**src/rtl/adder_mon_if.sv**
```systemverilog
// Bus between a host/test harness and adder_error_monitor: run control,
// operands to the approximate adder, its returned sum and the error statistics.
interface adder_mon_if #(
    parameter int unsigned N = 16
);
    logic          start;
    logic [31:0]   num_tests;
    logic [N-1:0]  op_a;
    logic [N-1:0]  op_b;
    logic [N-1:0]  approx_sum;
    logic          busy;
    logic          done;
    logic [31:0]   err_count;
    logic [47:0]   sum_ed;
    logic [N-1:0]  max_ed;

    modport master (
        output start, num_tests, approx_sum,
        input  op_a, op_b, busy, done, err_count, sum_ed, max_ed
    );

    modport slave (
        input  start, num_tests, approx_sum,
        output op_a, op_b, busy, done, err_count, sum_ed, max_ed
    );
endinterface

```
**src/rtl/adder_error_monitor.sv**
```systemverilog
// Drives LFSR operands into an external approximate adder and accumulates error
// statistics. Define ADDER_MON_MAX_TRACK_EN to enable max_ed tracking (else max_ed is 0).
module adder_error_monitor #(
    parameter int unsigned N    = 16,
    parameter logic [31:0] SEED = 32'hACE1_2004
) (
    input  logic        clk,
    input  logic        rst_n,
    adder_mon_if.slave  bus
);

    localparam int unsigned CNT_W     = 32;
    localparam int unsigned SUM_W     = 48;
    localparam logic [31:0] LFSR_MASK = 32'h8020_0003;

    typedef enum logic [1:0] {
        IDLE = 2'd0,
        RUN  = 2'd1,
        FIN  = 2'd2
    } state_t;

    state_t             state;
    logic [CNT_W-1:0]   remaining;
    logic [CNT_W-1:0]   err_count_q;
    logic [SUM_W-1:0]   sum_ed_q;
    logic [31:0]        lfsr;
    logic [N-1:0]       op_a_q;
    logic [N-1:0]       op_b_q;
    logic               busy_q;
    logic               done_q;

    logic [31:0]        lfsr_next;
    logic [N-1:0]       exact;
    logic [N-1:0]       ed;
    logic               mismatch;

    // Galois step and error distance for the vector currently on op_a/op_b.
    always_comb begin
        lfsr_next = {1'b0, lfsr[31:1]};
        if (lfsr[0]) begin
            lfsr_next = lfsr_next ^ LFSR_MASK;
        end
        exact    = op_a_q + op_b_q;
        mismatch = (bus.approx_sum != exact);
        ed       = (bus.approx_sum >= exact) ? (bus.approx_sum - exact)
                                             : (exact - bus.approx_sum);
    end

    always_ff @(posedge clk or negedge rst_n) begin
        if (!rst_n) begin
            state       <= IDLE;
            remaining   <= '0;
            err_count_q <= '0;
            sum_ed_q    <= '0;
            lfsr        <= SEED;
            op_a_q      <= '0;
            op_b_q      <= '0;
            busy_q      <= 1'b0;
            done_q      <= 1'b0;
        end else begin
            done_q <= 1'b0;
            case (state)
                IDLE: begin
                    if (bus.start) begin
                        err_count_q <= '0;
                        sum_ed_q    <= '0;
                        lfsr        <= SEED;
                        remaining   <= bus.num_tests;
                        op_a_q      <= SEED[N-1:0];
                        op_b_q      <= SEED[31 -: N];
                        if (bus.num_tests != '0) begin
                            state  <= RUN;
                            busy_q <= 1'b1;
                        end else begin
                            state  <= FIN;
                            done_q <= 1'b1;
                        end
                    end
                end
                RUN: begin
                    err_count_q <= err_count_q + CNT_W'(mismatch);
                    sum_ed_q    <= sum_ed_q + SUM_W'(ed);
                    lfsr        <= lfsr_next;
                    op_a_q      <= lfsr_next[N-1:0];
                    op_b_q      <= lfsr_next[31 -: N];
                    remaining   <= remaining - CNT_W'(1);
                    if (remaining == CNT_W'(1)) begin
                        state  <= FIN;
                        busy_q <= 1'b0;
                        done_q <= 1'b1;
                    end
                end
                FIN: begin
                    state <= IDLE;
                end
                default: begin
                    state  <= IDLE;
                    busy_q <= 1'b0;
                end
            endcase
        end
    end

`ifdef ADDER_MON_MAX_TRACK_EN
    logic [N-1:0] max_ed_q;

    always_ff @(posedge clk or negedge rst_n) begin
        if (!rst_n) begin
            max_ed_q <= '0;
        end else if (state == IDLE && bus.start) begin
            max_ed_q <= '0;
        end else if (state == RUN && ed > max_ed_q) begin
            max_ed_q <= ed;
        end
    end

    assign bus.max_ed = max_ed_q;
`else
    assign bus.max_ed = '0;
`endif

    assign bus.op_a      = op_a_q;
    assign bus.op_b      = op_b_q;
    assign bus.busy      = busy_q;
    assign bus.done      = done_q;
    assign bus.err_count = err_count_q;
    assign bus.sum_ed    = sum_ed_q;

endmodule

```
**src/flat_wrapper.sv**
```systemverilog
// flat-port wrapper written by rule: the top's interface ports become plain ports
module adder_error_monitor_flat 
#(
    parameter int unsigned N    = 16,
    parameter logic [31:0] SEED = 32'hACE1_2004
)
  (clk, rst_n, bus_start, bus_num_tests, bus_approx_sum, bus_op_a, bus_op_b, bus_busy, bus_done, bus_err_count, bus_sum_ed, bus_max_ed);
  adder_mon_if #(.N(N)) bus_i ();
  input  logic clk;
  input  logic rst_n;
  input wire logic [$bits(bus_i.start)-1:0] bus_start;
  input wire logic [$bits(bus_i.num_tests)-1:0] bus_num_tests;
  input wire logic [$bits(bus_i.approx_sum)-1:0] bus_approx_sum;
  output wire logic [$bits(bus_i.op_a)-1:0] bus_op_a;
  output wire logic [$bits(bus_i.op_b)-1:0] bus_op_b;
  output wire logic [$bits(bus_i.busy)-1:0] bus_busy;
  output wire logic [$bits(bus_i.done)-1:0] bus_done;
  output wire logic [$bits(bus_i.err_count)-1:0] bus_err_count;
  output wire logic [$bits(bus_i.sum_ed)-1:0] bus_sum_ed;
  output wire logic [$bits(bus_i.max_ed)-1:0] bus_max_ed;
  assign bus_i.start = bus_start;
  assign bus_i.num_tests = bus_num_tests;
  assign bus_i.approx_sum = bus_approx_sum;
  assign bus_op_a = bus_i.op_a;
  assign bus_op_b = bus_i.op_b;
  assign bus_busy = bus_i.busy;
  assign bus_done = bus_i.done;
  assign bus_err_count = bus_i.err_count;
  assign bus_sum_ed = bus_i.sum_ed;
  assign bus_max_ed = bus_i.max_ed;
  adder_error_monitor #(.N(N), .SEED(SEED)) u_core (.clk(clk), .rst_n(rst_n), .bus(bus_i));
endmodule
```
**config.mk**
```make
export PLATFORM = sky130hd
export DESIGN_NAME = adder_error_monitor_flat
export DESIGN_NICKNAME = d
export VERILOG_FILES = /design/src/rtl/adder_mon_if.sv /design/src/rtl/adder_error_monitor.sv /design/src/flat_wrapper.sv
export SDC_FILE = /design/constraint.sdc
export NUM_CORES = 1
export LEC_CHECK = 0
export ABC_AREA = 1
export BUFFER_PORTS_ARGS = -buffer_cell sky130_fd_sc_hd__buf_2
export CAP_MARGIN = 20
export CORE_ASPECT_RATIO = 1.1
export CORE_MARGIN = 5
export CORE_UTILIZATION = 35
export CTS_BUF_LIST = sky130_fd_sc_hd__clkbuf_2 sky130_fd_sc_hd__clkbuf_4 sky130_fd_sc_hd__clkbuf_8
export CTS_CLUSTER_DIAMETER = 50
export DETAILED_ROUTE_END_ITERATION = 16
export PLACE_DENSITY = 0.57
export SLEW_MARGIN = 5
export SYNTH_ARGS = -nofsm -noshare
export SYNTH_HDL_FRONTEND = slang
export SYNTH_SLANG_ARGS = --single-unit
```
**constraint.sdc**
```tcl
create_clock -name clk -period 5.93 [get_ports clk]
set_clock_uncertainty 0.1 [all_clocks]
set_input_delay 0.593 -clock clk [delete_from_list [all_inputs] [get_ports clk]]
set_output_delay 0.593 -clock clk [all_outputs]
set_load 0.02 [all_outputs]
```
==> summary.md <==
| Metric | Value |
|---|---|
| Status | `completed` |
| Via density | `5.02` |
| Slew Limit Headroom | `34.1%` |
| Syn_area_per_cell | `6.66 sq um` |
| Syn. warnings | `0` |
| Post-synthesis sequential area ratio | `30.8%` |
| IO Count | `181` |
| Worst Setup End Kind | `register` |
| Die Ht | `211 um` |
| WL per Instance | `16.2 um` |
| Grt ovf | `0` |
| Synth area leader | `dfrtp_1` |
| Main synth FF type | `dfrtp_1` |
| Dominant cell by count in the synthesized netlist | `nand2_1` |
| Dpl ws | `0.555 ns` |
| Die ar. | `40700 sq um` |
| First-pass GRT wire length | `67.0 mm` |
| Hold Violations, Final | `0` |
| Vias in the first global route | `12.6k` |
| Synth area leaders | `dfrtp_1 29%, nand2_1 17%, inv_1 8.7%, ha_1 6.8%, nor2_1 4.9%` |
| Min-delay worst type | `in2reg` |
| Initial Util | `35.5%` |
| CTS tree | `yes` |
| Reg clk slew, reported paths | `0.09 ns` |
| Drt total wl | `41.6 mm` |
| Die Wd | `193 um` |
| IO buf count | `164` |
| Non-Filler Instances | `2561` |
| CP Class | `reg2reg` |
| Synth cell count leaders | `568 x nand2_1, 300 x inv_1, 167 x nor2_1, 148 x dfrtp_1, 122 x nand3_1` |
| DRC viols | `0` |
| RePlAce Congestion | `0.919` |
| Setup TNS | `0 ns` |
| CP arrival | `5.59 ns` |
| Tightest Pin Transition | `0.987 ns` |
| CP max stage cell | `dfrtp_1` |
| Initial drt markers | `798` |
| Max-slew violations | `0` |
| Detailed Routing Iterations Pass 1 | `5` |
| Fmax achieved | `188 MHz` |
| Root Driver | `clkbuf_8` |
| Cells after synthesis | `1933` |
| Post-DP HPWL | `32.2 mm` |
| RSZ-0062 raised after global routing | `no` |
| Final net count | `2186` |
| Fill cell total of the finished layout | `3959` |
| Vias post-DR | `12.8k` |
| Clk_lat worst skew | `0.51 ns` |
| Part of the cycle the worst path needs | `89.5%` |
| Inst Count DP | `2528` |
| Core area | `36300 sq um` |
| Sink Count | `158` |
| Period minus WS final | `5.31 ns` |
| Initial antenna violation count | `0` |
| Antenna-violating nets left | `0` |
| Area of the multi-input gates | `7340 sq um` |
| Max_cap viols | `0` |
| CP dominant cell by count | `nand2_1` |
| Setup ws final | `0.621 ns` |
| CP delay by family, top | `simple AND/OR/NAND/NOR gates` |
| Share of cells above drive strength 1 | `12.7%` |
| Post-synthesis cell area | `12900 sq um` |
| CTS H-tree depth | `4` |
| Unique masters post-synth | `48` |
| Clock tree buffer depth | `2` |
| Yosys reg bits | `158` |
| Worst setup SP type | `register` |
| Crit path buf inv count | `1` |
| Final setup viols | `0` |
| Register area | `3970 sq um` |
| Largest net degree at the start of global routing | `73` |
| Fraction of registers with async set/reset | `100%` |
| Area fraction of the dominant cell type after synthesis | `28.8%` |
| Row cnt | `73` |
| GRT Util Overall | `20.6%` |
| Post-CTS setup buffers | `0` |
| Post-synth EDFFs | `0` |
| Diode count | `0` |
| P&R area growth vs syn | `11.6%` |
| Number of CTS-inserted buffers | `17` |
| Worst Path Max Fanout | `14` |
| Critical Path Max Stage Delay | `0.45 ns` |
| CP required | `6.21 ns` |
-- layout by cell type (no fill, tap or decap), types with 4 or more instances in the layout --
cell type   synthesis  routed
dfrtp_1           148     148
nand2_1           568     567
xor2_1             52      52
inv_2               5       6
clkinvlp_4          0       4
clkbuf_8            0      18
fa_1                4       4
a21oi_1            80      80
nand2_2            12      13
nand4_1            31      31
o21ai_1             5       5
o21ai_2             5       5
nand3_1           122     122
o211ai_1           12      12
nor2_2              8       9
xnor2_1            11      11
a22o_1              4       4
conb_1              1      16
nand3b_1           17      17
dfstp_2            10      10
inv_1             300     299
nor4_1             14      13
ha_1               70      70
nor2_1            167     166
o221ai_1           11      11
o21ai_0           100     100
o21bai_1            5       5
buf_2              11     163
clkinv_4            0       5
buf_4              40       7
o22ai_1            29      29
nor3_1             34      34
-- final timing paths --
kind | depth (start not counted) | endpoint | startpoint | slack, ns
worst max-delay path | 29 | u_core.bus.sum_ed[23]$_DFFE_PN0P_ | u_core.bus.op_a[0]$_DFFE_PN0P_ | 0.62
worst min-delay path | 3 | u_core.remaining[9]$_DFFE_PN0P_ | bus_num_tests[9] | 0.23
worst max register to register | 29 | u_core.bus.sum_ed[23]$_DFFE_PN0P_ | u_core.bus.op_a[0]$_DFFE_PN0P_ | 0.62
worst min register to register | 2 | u_core.lfsr[23]$_DFFE_PN1P_ | u_core.lfsr[23]$_DFFE_PN1P_ | 0.40
max in group asynchronous | 3 | u_core.bus.sum_ed[14]$_DFFE_PN0P_ | rst_n | 3.93
min in group asynchronous | 2 | u_core.bus.err_count[15]$_DFFE_PN0P_ | rst_n | 0.47
-- through the flow --
| stage | cell area [sq um] | hold slack [ns] | util (%) |
|---|---|---|---|
| 2_1_floorplan | 12900 | 0.197 | - |
| 3_3_place_gp | 13900 | 0.385 | 38.4 |
| 3_5_place_dp | 13900 | 0.387 | 38.4 |
| 4_1_cts | 14400 | 0.182 | 39.6 |
| 5_1_grt | 14400 | 0.207 | 39.6 |
| 6_report | 14400 | 0.226 | 39.6 |
-- layout make-up --
class / instances / share of cell area [%]
clock buffer: 18 / 1.73
clock inverter: 14 / 1.12
inverter: 305 / 7.97
sequential: 158 / 27.6
timing repair buffer: 172 / 6.19
multi-input combinational: 1407 / 51.1
tap: 487 / 4.24
-- state kept, by name, indices dropped and copies added (netlist names) --
signal,count
u_core.bus.done,1
u_core.remaining,32
u_core.lfsr,11
u_core.bus.op_a,15
u_core.bus.sum_ed,48
u_core.bus.err_count,32
u_core.state,2
u_core.bus.busy,1
u_core.bus.op_b,16
-- per-layer routing --
metal	global-route usage (%)	up-vias	share of wire, %
li1	-	6394	-
met1	26.7	6058	44
met2	35.4	340	49
met3	3.06	56	4.7
met4	6.44	0	2.4
met5	0	-	0
-- cells by family after synthesis --
logic type      share of synthesized area, %
fa+ha+maj                               7.43
simple gates                            32.8
flops                                   30.8
compound gates                          11.9
xor+xnor                                4.29
buf+inv                                 12.7
other cells                           0.0291
-- tightest hold or removal path, cell delays in order --
cell and delay (ns):
buf_2 0.09, nand2_1 0.05, o221ai_1 0.06
-- timing repair --
| item | 4_1_cts | 5_1_grt |
|---|---|---|
| endpoints found under the setup margin | 0 | 8 |
| hold buffers | 1 | 0 |
| resized for setup | 0 | 3 |
| hold endpoints to repair | 39 | 0 |
Power is not shown: default switching activity piles up to over one toggle a cycle in this logic, so the estimate is an artifact.
